File: config.mk
export PLATFORM = sky130hd
export DESIGN_NAME = pitch_table_writer
export DESIGN_NICKNAME = d
export VERILOG_FILES = /design/src/rtl/pitch_table_writer.sv
export SDC_FILE = /design/constraint.sdc
export NUM_CORES = 1
export LEC_CHECK = 0
export CORE_UTILIZATION = 50
export CTS_CLUSTER_DIAMETER = 60
export DETAILED_ROUTE_END_ITERATION = 12
export PLACE_DENSITY_LB_ADDON = 0.2
export SYNTH_ARGS = -nofsm -noshare
export SYNTH_HDL_FRONTEND = slang
export SYNTH_SLANG_ARGS = --single-unit
File: constraint.sdc
create_clock -name i_clk -period 1.8 [get_ports i_clk]
set_input_delay 0.27 -clock i_clk [delete_from_list [all_inputs] [get_ports i_clk]]
set_output_delay 0.27 -clock i_clk [all_outputs]
set_load 0.02 [all_outputs]
File: src/rtl/pitch_table_writer.sv
// Pitch table writer: loads the 16-bit pitch phase-delta table RAM from a
// valid/ready byte stream, packing little-endian byte pairs into words.
//
// Ports:
//   i_clk, i_rst      clock, synchronous active-high reset
//   i_start           one-cycle request to begin a load (ignored while busy)
//   i_byte_valid      byte source has data
//   i_byte[7:0]       data byte
//   o_byte_ready      byte accepted on an edge where valid && ready
//   o_ram_we          one-cycle write strobe per word
//   o_ram_addr        word address, qualified by o_ram_we
//   o_ram_data        word data, qualified by o_ram_we
//   o_busy            load in progress
//   o_done            one-cycle pulse at end of load
//   o_error           sticky checksum mismatch flag
//
// Optional build macro PITCH_TABLE_WRITER_CHECKSUM_EN adds a trailing
// XOR checksum byte (CHK state); without it o_error is tied low.

module pitch_table_writer #(
  parameter int DEPTH  = 256,
  parameter int ADDR_W = 8
) (
  input  logic              i_clk,
  input  logic              i_rst,
  input  logic              i_start,
  input  logic              i_byte_valid,
  input  logic [7:0]        i_byte,
  output logic              o_byte_ready,
  output logic              o_ram_we,
  output logic [ADDR_W-1:0] o_ram_addr,
  output logic [15:0]       o_ram_data,
  output logic              o_busy,
  output logic              o_done,
  output logic              o_error
);

  localparam logic [ADDR_W-1:0] LAST = ADDR_W'(DEPTH - 1);

  typedef enum logic [2:0] {
    IDLE,
    LO,
    HI,
    WR,
`ifdef PITCH_TABLE_WRITER_CHECKSUM_EN
    CHK,
`endif
    FIN
  } state_t;

  state_t state, state_n;

  logic [ADDR_W-1:0] addr;
  logic [7:0]        lo_byte;
  logic              accept;

  assign accept = i_byte_valid && o_byte_ready;

  always_ff @(posedge i_clk) begin
    if (i_rst) state <= IDLE;
    else       state <= state_n;
  end

  always_comb begin
    state_n = state;
    case (state)
      IDLE: if (i_start) state_n = LO;
      LO:   if (accept)  state_n = HI;
      HI:   if (accept)  state_n = WR;
      WR: begin
        if (addr == LAST) begin
`ifdef PITCH_TABLE_WRITER_CHECKSUM_EN
          state_n = CHK;
`else
          state_n = FIN;
`endif
        end else begin
          state_n = LO;
        end
      end
`ifdef PITCH_TABLE_WRITER_CHECKSUM_EN
      CHK:  if (accept)  state_n = FIN;
`endif
      FIN:  state_n = IDLE;
      default: state_n = IDLE;
    endcase
  end

  // Handshake/status outputs are registered from the next state so that
  // they are clean flop outputs that follow the state exactly.
  always_ff @(posedge i_clk) begin
    if (i_rst) begin
      o_byte_ready <= 1'b0;
      o_ram_we     <= 1'b0;
      o_busy       <= 1'b0;
      o_done       <= 1'b0;
    end else begin
`ifdef PITCH_TABLE_WRITER_CHECKSUM_EN
      o_byte_ready <= (state_n == LO) || (state_n == HI) ||
                      (state_n == CHK);
`else
      o_byte_ready <= (state_n == LO) || (state_n == HI);
`endif
      o_ram_we     <= (state_n == WR);
      o_busy       <= (state_n != IDLE);
      o_done       <= (state_n == FIN);
    end
  end

  // RAM address/data are loaded as the high byte lands, so they are
  // stable for the whole WR cycle and hold afterwards while the
  // internal word address moves on.
  always_ff @(posedge i_clk) begin
    if (i_rst) begin
      addr       <= '0;
      lo_byte    <= '0;
      o_ram_addr <= '0;
      o_ram_data <= '0;
    end else begin
      if (state == IDLE && i_start) addr <= '0;
      if (state == LO && accept) lo_byte <= i_byte;
      if (state == HI && accept) begin
        o_ram_addr <= addr;
        o_ram_data <= {i_byte, lo_byte};
      end
      if (state == WR && addr != LAST) addr <= addr + 1'b1;
    end
  end

`ifdef PITCH_TABLE_WRITER_CHECKSUM_EN
  logic [7:0] csum;
  logic       err_q;

  always_ff @(posedge i_clk) begin
    if (i_rst) begin
      csum  <= '0;
      err_q <= 1'b0;
    end else begin
      if (state == IDLE && i_start) begin
        csum  <= '0;
        err_q <= 1'b0;
      end
      if ((state == LO || state == HI) && accept) csum <= csum ^ i_byte;
      if (state == CHK && accept && i_byte != csum) err_q <= 1'b1;
    end
  end

  assign o_error = err_q;
`else
  assign o_error = 1'b0;
`endif

endmodule
After elaboration in Yosys (flattened, before gate mapping) --
Cells that the tools add are included.
Operators by class: shift operators 0, equality and inequality tests 9, multipliers 0, reduce and logical (&&, ||, !) cells 9, divide/modulo/power cells 0, order comparisons 0, add/sub/neg operators 1, bitwise operators 0, muxes and demuxes 7
Operator list (count):
- 8-bit two-way mux | 2
- 3-bit by 2-bit equality test with 1-bit output (second input constant) | 4
- 3-bit two-way mux | 4
- 3-bit case mux with 4 select lines | 1
- 8-bit by 1-bit adder with 8-bit output (second input constant) | 1
- 8-bit equality test (second input constant) | 1
- 8-bit inequality test (second input constant) | 1
- 3-bit by 1-bit equality test with 1-bit output (second input constant) | 2
- 1-bit logical AND | 5
- 3-bit equality test (second input constant) | 1
- 3-bit logical NOT | 1
- 3-bit nonzero test | 1
- 2-bit nonzero test | 1
- 1-bit logical OR | 1
Word-level totals: memories 0, logic and storage cells 35, ROM bits 0, output and inout port bits 29, RAM bits 0, bits in registers 47, bits in latches 0

Logic depth before layout (Yosys ltp) --
word-level depth 5, depth in mapped cells 6, gate-level depth less buffers 5

Least setup slack after synthesis --
Ideal clock, no wire load.
path kind flip-flop to flip-flop, start register o_byte_ready, end register o_ram_addr[7], setup time 0.132 ns, stages on the path, launching flop included 7, path buffers 2, path slack 0.185 ns, data arrival time 1.483 ns, cell sequence dfxtp_1 nand2_1 or4b_1 buf_2 buf_2 nand2_1 a21oi_1
Between the ends: cells in the longest elaborated chain, start to end 2
Ends and longest elaborated chain:
- from (decl) | RTL line 29 | output logic o_byte_ready,
- from (signal assigned) | RTL line 102 | o_byte_ready <= (state_n == LO) || (state_n == HI);
- 1-bit logical AND | RTL line 57 | assign accept = i_byte_valid && o_byte_ready;
- 1-bit logical AND | RTL line 122 | if (state == HI && accept) begin
- to (signal assigned) | RTL line 123 | o_ram_addr <= addr;
- to (decl) | RTL line 31 | output logic [ADDR_W-1:0] o_ram_addr,
No other way between the ends. A chain may end at the register's enable or synchronous reset.

Final worst setup path --
start register state[0], end register addr[7]
Between the ends: cells in the longest elaborated chain, start to end 3, elaborated cells between the ends (all ways) 6
Ends and longest elaborated chain:
- from (decl) | RTL line 51 | state_t state, state_n;
- from (signal assigned) | RTL line 61 | else state <= state_n;
- 3-bit by 2-bit equality test with 1-bit output or 3-bit logical NOT (tied branches) | RTL line 126, 120
- 1-bit logical AND (on tied branches) | RTL line 126, 120
- 8-bit two-way mux or 2-bit nonzero test (tied branches)
- to (signal assigned) | RTL line 126 | if (state == WR && addr != LAST) addr <= addr + 1'b1;
- to (decl) | RTL line 53 | logic [ADDR_W-1:0] addr;
Several ways; a longest one is shown, not always the timed one.

==> reports/metrics.csv <==
stage,metric,value,unit
status,status,"finished, final reports clean",
global_routing,GR Overflow Total,0,
layout,register area,941,um^2
floorplan,die area,4110,um^2
layout,P&R area growth vs syn,28.7,%
route,drt pass-1 iters,4,
critical_path,reg-to-reg critical path endpoint,addr[7],
critical_path,Arrival @ worst endpoint,1.89,ns
clock_tree,CTS Sinks,47,
place,PortBufs,39,
clock_tree,clock slew at reported path FFs,0.08,ns
critical_path,cell depth of the worst setup path,4,
global_routing,largest net degree at the start of global routing,26,
critical_path,CP endpoint kind,flip-flop,
timing,clock skew,0.00350,ns
critical_path,"Data required, critical path",2.04,ns
yosys,Post-Synthesis Cells,217,
clock_tree,Post-CTS Hold Buffers,0,
yosys,Synth top area share,0.487,
place,hpwl dp,2.75,mm
clock_tree,CTS tree,yes,
power_and_ir_drop,switching power share of the total,0.233,
critical_path,CP max stage delay,0.58,ns
critical_path,Critical path destination,addr[7],
timing,worst setup margin,0.148,ns
clock_tree,H-tree depth,2,
timing,period utilisation layout,0.918,
clock_tree,Post-CTS Setup Inserts,0,
timing,endpoints failing setup,0,
yosys,adder-cell share of the synthesized area,0.00648,
power_and_ir_drop,Max VDD drop,0.000531,V
critical_path,"Slowest-stage cell, CP",dfxtp_1,
clock_tree,Longest Clk Path Bufs,2,
clock_tree,Root Driver,clkbuf_8,
route,Via Count,1640,
yosys,number of distinct library cells after synthesis,41,
layout,Final nets,275,
route,total wire length,3.91,mm
critical_path,reg2reg start,state[0],
global_routing,initial antenna violation count,0,
layout,multi-input logic area,875,um^2
route,First DRT Iteration DRCs,87,
hold_path,Worst Hold Launch,lo_byte[3],
clock_tree,CTS Buf Count,5,
hold_path,Worst Hold Class,reg -> reg,
floorplan,Initial Utilization,0.523,
yosys,post-synthesis sequential area ratio,0.487,
yosys,mux contribution to synthesized area,0.0531,
floorplan,row cnt,22,
critical_path,CP Max Fanout,9,
power_and_ir_drop,Reg power frac,0.591,
timing,RSZ-0062 raised after global routing,false,
critical_path,critical path class,reg -> reg,
timing,Min Hold Slack,0.455,ns
yosys,flop and latch count out of synthesis,47,
layout,fraction of layout cells with a size suffix above 1,0.130,
power_and_ir_drop,Leakage Power,0.847,nW
power_and_ir_drop,Gate power share,0.072,
timing,fmax,605,MHz
route,wire per inst,12.6,um
yosys,syn_nets,230,
layout,Ant. Diodes,0,
run,max-cap viol count,0,
floorplan,I/O pins,41,
power_and_ir_drop,Pwr Total,0.00180,W
global_routing,vias in the first global route,1467,
yosys,largest family of logic cells by synthesized area,simple AND/OR/NAND/NOR gates,
yosys,Post-Synth XOR/XNOR Area,0.00907,
yosys,Syn Std Cell Area,1930,um^2
route,"antenna viol nets, final",0,
critical_path,CP Buf/Inv Count,0,
timing,"Hold Violations, Final",0,
critical_path,Worst path top cell family by delay,simple AND/OR/NAND/NOR gates,
critical_path,R2R cell count,4,
critical_path,crit path launch type,flip-flop,
yosys,simple-gate share of the synthesized area,0.266,
power_and_ir_drop,pwr dens,725,nW/um^2
yosys,Compound-Gate Fraction of Synth Area,0.116,
route,DR vias/cell,5.29,
yosys,leading area contributor after synthesis,dfxtp_1,
clock_tree,worst skew pair latency,0.30,ns
global_routing,first-pass GRT wire length,6.56,mm
power_and_ir_drop,Power Internal,0.00138,W
clock_tree,PostCTS Resize Cnt,0,
timing,Max Transition Viols Final,0,
place,DP Cell Count,303,
place,setup slack at placement,0.00318,ns
timing,setup_tns,0,ns
critical_path,CP cell instances,nand3b_4 > nor4_1 > mux2_2 > nor2_1,
global_routing,Overall Global Routing Usage,0.206,
layout,fillcell total,329,
yosys,"top cells by area, synth","dfxtp_1, nand2_1, a21oi_1, mux2i_1, buf_6",
yosys,syn_area_per_cell,8.90,um^2
floorplan,total core area,3690,um^2
power_and_ir_drop,clock share of power,0.338,
floorplan,die width,64.1,um
yosys,synth warn,0,
route,# DRC,0,
timing,crit path time final,1.65,ns
critical_path,crit path from,state[0],
floorplan,die height,64.1,um
place,Placer Congestion,0.820,
power_and_ir_drop,NetSw,0.000420,W
critical_path,r2r setup slk,0.15,ns
layout,post-route insts no fill,310,
==> final cells by class <==
class | instances | area share
Sequential cell | 47 | 0.379
Multi-Input combinational cell | 151 | 0.352
Timing Repair Buffer | 54 | 0.207
Clock buffer | 5 | 0.0277
Tap cell | 48 | 0.0242
Clock inverter | 2 | 0.00554
Inverter | 3 | 0.00453
==> power groups by stage <==
stage | registers (W) | logic [W] | clock network [W]
after floorplan | 0.00109 | 0.0000775 | 0
after global placement | 0.00109 | 0.000129 | 0
after detailed placement | 0.00109 | 0.000129 | 0
after CTS | 0.00106 | 0.000129 | 0.000626
after global routing | 0.00107 | 0.000141 | 0.000672
final | 0.00106 | 0.000129 | 0.000608
==> worst min-delay path by stage <==
stage          cells past startpoint              to
3_5_place_dp                       2  o_ram_data[13]
6_report                           2   o_ram_data[3]
3_3_place_gp                       2   o_ram_data[7]
4_1_cts                            2   o_ram_addr[7]
5_1_grt                            2   o_ram_data[3]
2_1_floorplan                      1          o_busy
==> tightest hold or removal path: cells and delay by family, from the launching register on <==
family             cells  cell delay (ns)
and+or+nand+nor        1             0.05
DFF                    1             0.31
AOI/OAI and AO/OA      1             0.05
==> synth_stat cells (all sizes together) <==
library cell,count
clkbuf,4
nor2,11
buf,12
xnor2,2
a31oi,3
mux2,2
conb,1
nand3b,2
mux2i,8
a2111oi,1
inv,3
dfxtp,47
nor3,10
a21oi,29
nor4b,1
and3,1
o21ai,3
nand4b,1
nand3,8
or2,1
and3b,1
and4,1
nand2,53
or4b,2
nor4,4
o31ai,1
nand4,2
ha,1
a41o,1
or3,1
==> cells in the final DEF (no fill, tap or decap), types with 2 or more instances in the layout <==
cell              n
o21ai_0           2
nor2_1           11
clkdlybuf4s50_1  39
xnor2_1           2
nor3_1            8
nand2_1          53
a21oi_1          29
a31oi_1           3
buf_4            14
nand4_1           2
nand3_1           8
inv_1             2
nor4_1            3
mux2_2            2
clkbuf_8          5
mux2i_1           8
dfxtp_1          47
==> through the flow <==
step / util / instance area (um^2)
after floorplan: - / 1930
after global placement: 0.651 / 2400
after detailed placement: 0.651 / 2400
after CTS: 0.674 / 2480
after global routing: 0.674 / 2480
final: 0.674 / 2480
==> kinds of logic after synthesis <==
kind of cell    Yosys count
buf+inv                  19
xor+xnor                  2
compound gates           38
simple gates             99
other cells               1
fa+ha+maj                 1
flops                    47
mux                      10
==> flip-flops by register name, summed over array words and instances (netlist names) <==
| name | flops |
|---|---|
| o_ram_data | 16 |
| addr | 8 |
| lo_byte | 8 |
| o_ram_addr | 8 |
| state | 3 |
| o_busy | 1 |
| o_byte_ready | 1 |
| o_done | 1 |
| o_ram_we | 1 |
==> layer usage <==
metal	up-vias	track usage	wire [um]
met5	-	0	0
met4	0	0.0778	74
met3	10	0.0732	235
met2	37	0.315	1770
met1	767	0.265	1830
li1	826	-	-
Note: power is estimated with default switching activity, not from simulation.
